==> src/rtl/ddr_rd_bw_engine_pkg.sv <==
`default_nettype none
// ============================================================================
// Module      : ddr_bw_pkg
// Description : Shared types, AXI encodings and the per-beat lane adder for
//               the DDR read-bandwidth engine.
// Revision    : 1.0 - initial release
// ============================================================================
package ddr_bw_pkg;

    typedef enum logic [1:0] {
        IDLE  = 2'd0,
        RUN   = 2'd1,
        DRAIN = 2'd2,
        DONE  = 2'd3
    } state_t;

    localparam logic [1:0] AXI_BURST_INCR = 2'b01;
    localparam logic [1:0] AXI_RESP_OKAY  = 2'b00;
    localparam logic [3:0] AXI_CACHE_DEF  = 4'b0011;

    // Widest supported data bus and an adder width that cannot overflow
    // when summing sixteen 32-bit lanes.
    localparam int LANE_DATA_MAX = 512;
    localparam int LANE_SUM_W    = 64;

    // Sums the lowest 'lanes' 32-bit lanes of a zero-extended data beat.
    function automatic logic [LANE_SUM_W-1:0] lane_sum(
        input logic [LANE_DATA_MAX-1:0] data,
        input int                       lanes
    );
        logic [LANE_SUM_W-1:0] acc;
        acc = '0;
        for (int i = 0; i < LANE_DATA_MAX / 32; i++) begin
            if (i < lanes) begin
                acc = acc + LANE_SUM_W'(data[i*32 +: 32]);
            end
        end
        return acc;
    endfunction

endpackage
`default_nettype wire

==> src/rtl/ddr_rd_issue.sv <==
`default_nettype none
// ============================================================================
// Module      : ddr_rd_issue
// Description : AR-channel burst generator with an in-flight burst counter
//               that caps the number of outstanding read bursts.
// Revision    : 1.0 - initial release
// ============================================================================
module ddr_rd_issue #(
    parameter int MAX_OUTSTANDING = 4,
    parameter int NB_WIDTH        = 16,
    parameter int BURST_BYTES     = 64,
    parameter int OUT_WIDTH       = $clog2(MAX_OUTSTANDING + 1)
) (
    input  logic                 aclk,
    input  logic                 aresetn,
    input  logic                 i_load,
    input  logic [31:0]          i_base_addr,
    input  logic                 i_run,
    input  logic [NB_WIDTH-1:0]  i_num_bursts,
    input  logic                 i_arready,
    input  logic                 i_r_last_hs,
    output logic                 o_arvalid,
    output logic [31:0]          o_araddr,
    output logic [NB_WIDTH-1:0]  o_issued,
    output logic [OUT_WIDTH-1:0] o_outstanding
);

    logic [NB_WIDTH-1:0]  r_issued;
    logic [OUT_WIDTH-1:0] r_outstanding;
    logic                 r_arvalid;
    logic [31:0]          r_araddr;

    logic                 w_ar_hs;
    logic [NB_WIDTH-1:0]  w_issued_next;
    logic [OUT_WIDTH-1:0] w_out_next;
    logic                 w_can_issue;

    assign w_ar_hs       = r_arvalid & i_arready;
    assign w_issued_next = r_issued + NB_WIDTH'(w_ar_hs);

    // Next in-flight count: a simultaneous AR accept and burst completion cancel out.
    always_comb begin
        w_out_next = r_outstanding;
        if (w_ar_hs && !i_r_last_hs) begin
            w_out_next = r_outstanding + 1'b1;
        end else if (!w_ar_hs && i_r_last_hs && (r_outstanding != '0)) begin
            w_out_next = r_outstanding - 1'b1;
        end
    end

    // Evaluated on next-cycle counts so a new request can follow a handshake immediately.
    assign w_can_issue = i_run && (w_issued_next < i_num_bursts)
                      && (w_out_next < OUT_WIDTH'(MAX_OUTSTANDING));

    // AR request register: held stable until accepted, address steps one burst per accept.
    always_ff @(posedge aclk or negedge aresetn) begin
        if (!aresetn) begin
            r_issued      <= '0;
            r_outstanding <= '0;
            r_arvalid     <= 1'b0;
            r_araddr      <= '0;
        end else if (i_load) begin
            r_issued      <= '0;
            r_outstanding <= '0;
            r_arvalid     <= 1'b0;
            r_araddr      <= i_base_addr;
        end else begin
            r_issued      <= w_issued_next;
            r_outstanding <= w_out_next;
            r_arvalid     <= (r_arvalid && !i_arready) || w_can_issue;
            if (w_ar_hs) begin
                r_araddr <= r_araddr + 32'(BURST_BYTES);
            end
        end
    end

    assign o_arvalid     = r_arvalid;
    assign o_araddr      = r_araddr;
    assign o_issued      = r_issued;
    assign o_outstanding = r_outstanding;

endmodule
`default_nettype wire

==> src/rtl/ddr_rd_bw_engine.sv <==
`default_nettype none
// ============================================================================
// Module      : ddr_rd_bw_engine
// Description : Issues N INCR read bursts with bounded outstanding requests,
//               sums every returned 32-bit word, counts run cycles and flags
//               response/burst-framing errors.
// Revision    : 1.0 - initial release
// ============================================================================
module ddr_rd_bw_engine
    import ddr_bw_pkg::*;
#(
    parameter int ID_WIDTH        = 1,
    parameter int DATA_WIDTH      = 64,
    parameter int B_BURST_LENGTH  = 8,
    parameter int BURST_LENGTH    = 7,
    parameter int MAX_OUTSTANDING = 4,
    parameter int NB_WIDTH        = 16,
    parameter int SUM_WIDTH       = 32,
    parameter int CNT_WIDTH       = 32
) (
    input  logic                      aclk,
    input  logic                      aresetn,
    input  logic                      start,
    input  logic [31:0]               base_addr,
    input  logic [NB_WIDTH-1:0]       num_bursts,
    output logic                      busy,
    output logic                      done,
    output logic                      error,
    output logic [SUM_WIDTH-1:0]      sum,
    output logic [CNT_WIDTH-1:0]      cycle_count,
    output logic [ID_WIDTH-1:0]       m_axi_arid,
    output logic [31:0]               m_axi_araddr,
    output logic [B_BURST_LENGTH-1:0] m_axi_arlen,
    output logic [2:0]                m_axi_arsize,
    output logic [1:0]                m_axi_arburst,
    output logic                      m_axi_arlock,
    output logic [3:0]                m_axi_arcache,
    output logic [2:0]                m_axi_arprot,
    output logic [3:0]                m_axi_arregion,
    output logic [3:0]                m_axi_arqos,
    output logic                      m_axi_arvalid,
    input  logic                      m_axi_arready,
    input  logic [ID_WIDTH-1:0]       m_axi_rid,
    input  logic [DATA_WIDTH-1:0]     m_axi_rdata,
    input  logic [1:0]                m_axi_rresp,
    input  logic                      m_axi_rlast,
    input  logic                      m_axi_rvalid,
    output logic                      m_axi_rready
);

    localparam int c_lanes       = DATA_WIDTH / 32;
    localparam int c_burst_bytes = (BURST_LENGTH + 1) * (DATA_WIDTH / 8);
    localparam int c_out_width   = $clog2(MAX_OUTSTANDING + 1);

    state_t                    r_state;
    logic                      r_start_q;
    logic [NB_WIDTH-1:0]       r_num;
    logic                      r_busy;
    logic                      r_done;
    logic                      r_error;
    logic [SUM_WIDTH-1:0]      r_sum;
    logic [CNT_WIDTH-1:0]      r_cycle_count;
    logic [B_BURST_LENGTH-1:0] r_beat;

    logic                      w_accept;
    logic                      w_r_hs;
    logic                      w_r_last_hs;
    logic                      w_beat_err;
    logic [NB_WIDTH-1:0]       w_issued;
    logic [c_out_width-1:0]    w_outstanding;
    logic [LANE_DATA_MAX-1:0]  w_rdata_ext;
    logic [LANE_SUM_W-1:0]     w_lane_total;
    logic [SUM_WIDTH-1:0]      w_beat_sum;
    logic                      w_unused;

    // Start is edge-triggered and only honoured between runs.
    assign w_accept    = start && !r_start_q && ((r_state == IDLE) || (r_state == DONE));
    assign w_r_hs      = m_axi_rvalid && r_busy;
    assign w_r_last_hs = w_r_hs && m_axi_rlast;
    assign w_unused    = ^m_axi_rid;

    ddr_rd_issue #(
        .MAX_OUTSTANDING (MAX_OUTSTANDING),
        .NB_WIDTH        (NB_WIDTH),
        .BURST_BYTES     (c_burst_bytes),
        .OUT_WIDTH       (c_out_width)
    ) u_issue (
        .aclk          (aclk),
        .aresetn       (aresetn),
        .i_load        (w_accept),
        .i_base_addr   (base_addr),
        .i_run         (r_state == RUN),
        .i_num_bursts  (r_num),
        .i_arready     (m_axi_arready),
        .i_r_last_hs   (w_r_last_hs),
        .o_arvalid     (m_axi_arvalid),
        .o_araddr      (m_axi_araddr),
        .o_issued      (w_issued),
        .o_outstanding (w_outstanding)
    );

    // Zero-extend the beat so the shared lane adder sees a fixed-width bus.
    always_comb begin
        w_rdata_ext                 = '0;
        w_rdata_ext[DATA_WIDTH-1:0] = m_axi_rdata;
    end

    assign w_lane_total = lane_sum(w_rdata_ext, c_lanes);
    assign w_beat_sum   = SUM_WIDTH'(w_lane_total);

    // rlast must land exactly on the final beat; a bad response is also an error.
    assign w_beat_err = (m_axi_rresp != AXI_RESP_OKAY)
                     || ( m_axi_rlast && (r_beat != B_BURST_LENGTH'(BURST_LENGTH)))
                     || (!m_axi_rlast && (r_beat == B_BURST_LENGTH'(BURST_LENGTH)));

    // Run-control FSM with registered busy/done.
    always_ff @(posedge aclk or negedge aresetn) begin
        if (!aresetn) begin
            r_state   <= IDLE;
            r_start_q <= 1'b0;
            r_num     <= '0;
            r_busy    <= 1'b0;
            r_done    <= 1'b0;
        end else begin
            r_start_q <= start;
            case (r_state)
                IDLE, DONE: begin
                    if (w_accept) begin
                        r_state <= RUN;
                        r_num   <= num_bursts;
                        r_busy  <= 1'b1;
                        r_done  <= 1'b0;
                    end
                end
                RUN: begin
                    if (w_issued == r_num) begin
                        if (r_num == '0) begin
                            r_state <= DONE;
                            r_busy  <= 1'b0;
                            r_done  <= 1'b1;
                        end else begin
                            r_state <= DRAIN;
                        end
                    end
                end
                DRAIN: begin
                    if (w_outstanding == '0) begin
                        r_state <= DONE;
                        r_busy  <= 1'b0;
                        r_done  <= 1'b1;
                    end
                end
                default: r_state <= IDLE;
            endcase
        end
    end

    // R-channel accumulator, beat tracker and sticky error flag.
    always_ff @(posedge aclk or negedge aresetn) begin
        if (!aresetn) begin
            r_sum   <= '0;
            r_error <= 1'b0;
            r_beat  <= '0;
        end else if (w_accept) begin
            r_sum   <= '0;
            r_error <= 1'b0;
            r_beat  <= '0;
        end else if (w_r_hs) begin
            r_sum <= r_sum + w_beat_sum;
            if (w_beat_err) begin
                r_error <= 1'b1;
            end
            if (m_axi_rlast) begin
                r_beat <= '0;
            end else if (r_beat != B_BURST_LENGTH'(BURST_LENGTH)) begin
                r_beat <= r_beat + 1'b1;
            end
        end
    end

    // Saturating run-time counter, live only while busy.
    always_ff @(posedge aclk or negedge aresetn) begin
        if (!aresetn) begin
            r_cycle_count <= '0;
        end else if (w_accept) begin
            r_cycle_count <= '0;
        end else if (r_busy && (r_cycle_count != '1)) begin
            r_cycle_count <= r_cycle_count + 1'b1;
        end
    end

    assign busy           = r_busy;
    assign done           = r_done;
    assign error          = r_error;
    assign sum            = r_sum;
    assign cycle_count    = r_cycle_count;
    assign m_axi_rready   = r_busy;

    assign m_axi_arid     = '0;
    assign m_axi_arlen    = B_BURST_LENGTH'(BURST_LENGTH);
    assign m_axi_arsize   = 3'($clog2(DATA_WIDTH / 8));
    assign m_axi_arburst  = AXI_BURST_INCR;
    assign m_axi_arlock   = 1'b0;
    assign m_axi_arcache  = AXI_CACHE_DEF;
    assign m_axi_arprot   = '0;
    assign m_axi_arregion = '0;
    assign m_axi_arqos    = '0;

endmodule
`default_nettype wire

==> config.mk <==
export PLATFORM = sky130hd
export DESIGN_NAME = ddr_rd_bw_engine
export DESIGN_NICKNAME = d
export VERILOG_FILES = /design/src/rtl/ddr_rd_bw_engine_pkg.sv /design/src/rtl/ddr_rd_issue.sv /design/src/rtl/ddr_rd_bw_engine.sv
export SDC_FILE = /design/constraint.sdc
export NUM_CORES = 1
export LEC_CHECK = 0
export CORE_AREA = 2 2 143 145
export DETAILED_ROUTE_END_ITERATION = 10
export DIE_AREA = 0 0 145 147
export PLACE_DENSITY_LB_ADDON = 0.08
export SLEW_MARGIN = 15
export SYNTH_ARGS = -nofsm -noshare
export SYNTH_HDL_FRONTEND = slang
export SYNTH_SLANG_ARGS = --single-unit
==> constraint.sdc <==
create_clock -name aclk -period 4 [get_ports aclk]
set_input_delay 0.6 -clock aclk [delete_from_list [all_inputs] [get_ports aclk]]
set_output_delay 0.6 -clock aclk [all_outputs]
set_load 0.03 [all_outputs]
# Word-level counts from Yosys, hierarchy flattened
# Cells that the tools add are included.
dict set report totals {
  latch_bits 0
  rom_bits 0
  reg_bits 146
  n_memories 0
  wordCells 106
  ramBits 0
}
dict set report op_classes {
  n_reduce_logical 38
  n_eq_ne 11
  shifts 0
  n_addsub 8
  bitwise 1
  mul 0
  n_div 0
  muxes 33
  n_lt_le_gt_ge 2
}
# cell count
set op_table {}
lappend op_table {{32-bit two-way mux} 6}
lappend op_table {{32-bit adder} 2}
lappend op_table {{32-bit by 1-bit adder with 32-bit output (second input constant)} 1}
lappend op_table {{32-bit by 7-bit adder with 32-bit output (second input constant)} 1}
lappend op_table {{8-bit two-way mux} 4}
lappend op_table {{32-bit inequality test (second input constant)} 1}
lappend op_table {{16-bit by 1-bit adder with 16-bit output} 1}
lappend op_table {{16-bit equality test} 1}
lappend op_table {{16-bit logical NOT} 1}
lappend op_table {{16-bit less-than comparator} 1}
lappend op_table {{16-bit two-way mux} 1}
lappend op_table {{1-bit logical AND} 13}
lappend op_table {{1-bit two-way mux} 13}
lappend op_table {{2-bit nonzero test} 5}
lappend op_table {{3-bit two-way mux} 3}
lappend op_table {{8-bit by 1-bit adder with 8-bit output (second input constant)} 1}
lappend op_table {{8-bit by 3-bit equality test with 1-bit output (second input constant)} 1}
lappend op_table {{8-bit by 3-bit inequality test with 1-bit output (second input constant)} 1}
lappend op_table {{2-bit two-way mux} 3}
lappend op_table {{2-bit inequality test (second input constant)} 3}
lappend op_table {{1-bit one-hot mux with 3 select lines} 2}
lappend op_table {{2-bit one-hot mux with 3 select lines} 1}
lappend op_table {{2-bit AND reduction} 3}
lappend op_table {{3-bit nonzero test} 2}
lappend op_table {{other kinds (14)} 22}

# Logic depth before layout (Yosys ltp)
dict set report logic_depth {
  ltp_word 10
  ltp_mapped 14
  depth_no_buf 14
}

# Hierarchy
# Synthesis repeated with hierarchy kept, for this count alone.
dict set report hier_totals {
  cells_unflattened 1069
  area_unflattened_um2 9977.1
}
# mod seq_area_each_um2 instances cells_each area_per_inst_um2
set modules_own_cells {}
lappend modules_own_cells {ddr_rd_bw_engine 2352.3 1 721 6771.5}
lappend modules_own_cells {ddr_rd_issue 1301.2 1 348 3205.6}

# Least setup slack after synthesis
# OpenSTA, ideal clock, no wires.
dict set report synth_path {
  path_type {input -> register}
  startpoint {input port m_axi_rdata[1]}
  endpoint {register r_sum[31], in the netlist sum[31]}
  arrival_ns 3.058
  stages 11
  setup_ns 0.127
  path_slack_ns 0.815
  path_cell_list {fa_1 -> ha_1 -> fa_1 -> a21oi_1 -> o211ai_1 -> nand4b_1 -> nand3_1 -> a221o_1 -> a211oi_2 -> mux2i_1 -> nand3_1}
}
dict set report synth_via {
  elab_chain_len 4
}
# element line_no
set synth_lines {}
lappend synth_lines {{from (decl)} ddr_rd_bw_engine.sv:44} ;# input logic [DATA_WIDTH-1:0] m_axi_rdata,
lappend synth_lines {{32-bit adder} ddr_rd_bw_engine_pkg.sv:35} ;# acc = acc + LANE_SUM_W'(data[i*32 +: 32]);
lappend synth_lines {{32-bit adder} ddr_rd_bw_engine.sv:169} ;# r_sum <= r_sum + w_beat_sum;
lappend synth_lines {{32-bit two-way mux} ddr_rd_bw_engine.sv:168} ;# end else if (w_r_hs) begin
lappend synth_lines {{32-bit two-way mux} ddr_rd_bw_engine.sv:164} ;# end else if (w_accept) begin
lappend synth_lines {{to (signal assigned)} ddr_rd_bw_engine.sv:169}
lappend synth_lines {{to (decl)} ddr_rd_bw_engine.sv:61} ;# logic [SUM_WIDTH-1:0] r_sum;
# Every way passes these cells. The select of a mux whose other input is x is not followed.
# A chain may end at the register's enable or synchronous reset.

# Final worst setup path
# Ends and elaborated chain as after synthesis.

==> run summary <==
Outcome = completed
Slew HR = 45.9%
Skew final = 0.0118 ns
Worst-path fanout max = 3
Async set-reset flop share out of synthesis = 100%
Leakage Power = 5.54 nW
Post-synth top area share = 37.5%
Vias post-DR = 8,114
Critical Path AT = 3.82 ns
Drt drc = 0
Worst setup SP type = input pin
Final antenna-violating net count = 0
TritonCTS clock tree = yes
Post-synth top area cell = dfrtp_1
Final nets = 1,477
Final setup viols = 0
Total negative slack = 0 ns
Wirelength per Cell = 15.3 µm
Worst reg2reg setup slack = 0.67 ns
HPWL after DPL = 17,600 µm
Leading cell types by count after synthesis = 146 x dfrtp_1, 141 x nand2_1, 91 x o21ai_0
Clock Latency Late Sink = 0.43 ns
Drt pass-1 iters = 4
RSZ-0062 raised after global routing = false
Most frequent cell after synthesis = dfrtp_1
Primary FF master, synth = dfrtp_1
Area Overhead vs Synth = 30.4%
Distinct cells, synth = 68
Root buf cell = clkbuf_16
CTS buffer count = 17
Avg Synthesized Cell Area = 9.25 µm²
Total track usage = 22.9%
Die X = 145 µm
Vias per cell = 5.22
I/O Buffers = 220
Max Root-Sink Buffers = 2
Synthesized cell area = 0.00973 mm²
Main area contributors after synthesis = dfrtp_1 38%, ha_1 7.1%, fa_1 6.6%
Post-route minimum period = 3.51 ns
R2R depth = 11
DRT Wirelength = 23,700 µm
# Post-CTS Setup Buffers = 0
Clock transition at path regs = 0.07 ns
Row cnt = 52
RR Startpoint = sum[1]
Gates resized, CTS repair = 0
CP Class = input pin to flip-flop
Placer Congestion = 0.827
CORE AREA = 0.0198 mm²
Required @ worst endpoint = 4.31 ns
VDD IR max = 371 µV
Initial core utilization = 49.1%
Clk sinks = 146
Reg2reg end = sum[31]
Worst Setup End Kind = flip-flop
Period utilisation layout = 87.8%
Die area = 0.0213 mm²
Vias in the first global route = 8,067
Largest net degree at the start of global routing = 84
Max Clk Rate = 0.285 GHz
Ys Warns = 0
Post-layout util = 64.0%
Max cap viols = 0
Hold_buf cts = 0
GR Overflow Total = 0
Worst-Margin Slew = 0.812 ns
Die Span Y = 147 µm
Initial antenna violation count = 1
Yosys reg bits = 146
Max-slew violation count = 0
First-pass GRT wire length = 40,100 µm
Io pins = 252
Worst Hold Class = input pin to async pin
Starting DRT DRC Count = 371
Synth Instances = 1,052
Pwr Density = 666 mW/mm²
H-tree Lvls = 4
Hold WS = 0.223 ns
Seq/Total Area, Yosys = 37.5%
Share of post-route cells with drive strength above 1 = 5.77%
Final Power = 8.46 mW
Post-synth EDFFs = 0
Hold Fails Final Rpt = 0
==> layer usage <==
| layer | global-route usage [%] | up-vias | share of wire, % |
|---|---|---|---|
| met1 | 31.6 | 3888 | 47 |
| met2 | 37.0 | 200 | 46 |
| met4 | 6.14 | 2 | 1.1 |
| li1 | - | 4001 | - |
| met3 | 4.91 | 23 | 5.4 |
| met5 | 0 | - | 0.051 |
==> power breakdown <==
group	total [mW]	internal (mW)	switching [mW]
combinational	4.48	1.92	2.56
sequential	2.40	1.91	0.493
clock	1.57	0.844	0.726
total	8.46	4.68	3.78
==> cell families (layout without fill, tap and decap cells) <==
logic type / count (synthesis) / in the layout / share of synthesized area (%)
AND/OR/NAND/NOR: 384 / 384 / 19.5
AO/OA/AOI/OAI: 217 / 217 / 13.6
flip-flops: 146 / 146 / 37.5
XOR/XNOR: 114 / 114 / 10.3
buffers and inverters: 100 / 302 / 5.21
adder cells (fa/ha/maj): 87 / 87 / 13.7
other: 2 / 31 / 0.0771
multiplexers: 2 / 2 / 0.219
==> worst max-delay path by stage <==
stage,start,endpoint,slack (ns)
floorplan,m_axi_rdata[1],sum[31],0.82
global placement,m_axi_rdata[1],sum[31],0.09
detailed placement,m_axi_rdata[1],sum[31],0.08
CTS,m_axi_rdata[1],sum[31],0.48
global route,m_axi_rdata[1],sum[31],0.28
finish,m_axi_rdata[1],sum[31],0.49
==> sequential cells by signal, summed over array words and instances, names as in the netlist <==
name / flops
busy: 1
u_issue.o_araddr: 32
u_issue.o_issued: 16
done: 1
r_start_q: 1
error: 1
u_issue.o_outstanding: 3
sum: 32
r_state: 2
r_beat: 8
u_issue.o_arvalid: 1
r_num: 16
cycle_count: 32
==> worst max-delay path: stages <==
cell             delay, ns
clkdlybuf4s50_1       0.49
fa_1                  0.43
ha_1                  0.25
fa_1                  0.42
a21oi_1               0.25
o211ai_1              0.13
nand4b_1              0.18
nand3_1               0.10
a221o_1               0.41
a211oi_2              0.27
mux2i_1               0.21
nand3_1               0.08
==> cells in the final DEF (no fill, tap or decap), types with 5 or more instances in the layout <==
master           instances
xor2_1                  54
a21oi_1                 45
nor2_1                  69
and2_1                  23
clkdlybuf4s50_1        219
nor2b_1                  6
dfrtp_1                146
clkbuf_16               17
xnor2_1                 60
nand4_1                 25
fa_1                    32
inv_6                    5
buf_4                   10
inv_8                    5
a211oi_1                 5
nor3_1                  11
o21ai_0                 91
or3_1                   10
and3_1                  18
a21o_1                  20
nor4_1                   7
o21bai_1                 5
o21ai_1                  5
conb_1                  30
inv_1                   38
nand3_1                 41
a31oi_1                  9
nand2_1                141
ha_1                    55
==> metrics by stage <==
step / std cells / worst slack [ns] / cell area (µm²)
6_report: 1553 / 0.490 / 12700
5_1_grt: 1552 / 0.282 / 12700
4_1_cts: 1552 / 0.485 / 12700
3_5_place_dp: 1520 / 0.0780 / 12100
3_3_place_gp: 1520 / 0.0935 / 12100
2_1_floorplan: 1080 / 0.815 / 9840
==> final cells by class <==
cell class	instances	area, µm²
multi-input combinational	834	5680
sequential	146	3650
fill	1745	7150
timing repair buffer	231	2300
clock buffer	18	439
antenna	1	2.50
inverter	39	146
tap	270	338
clock inverter	14	134
Note: power is estimated with default switching activity, not from simulation.
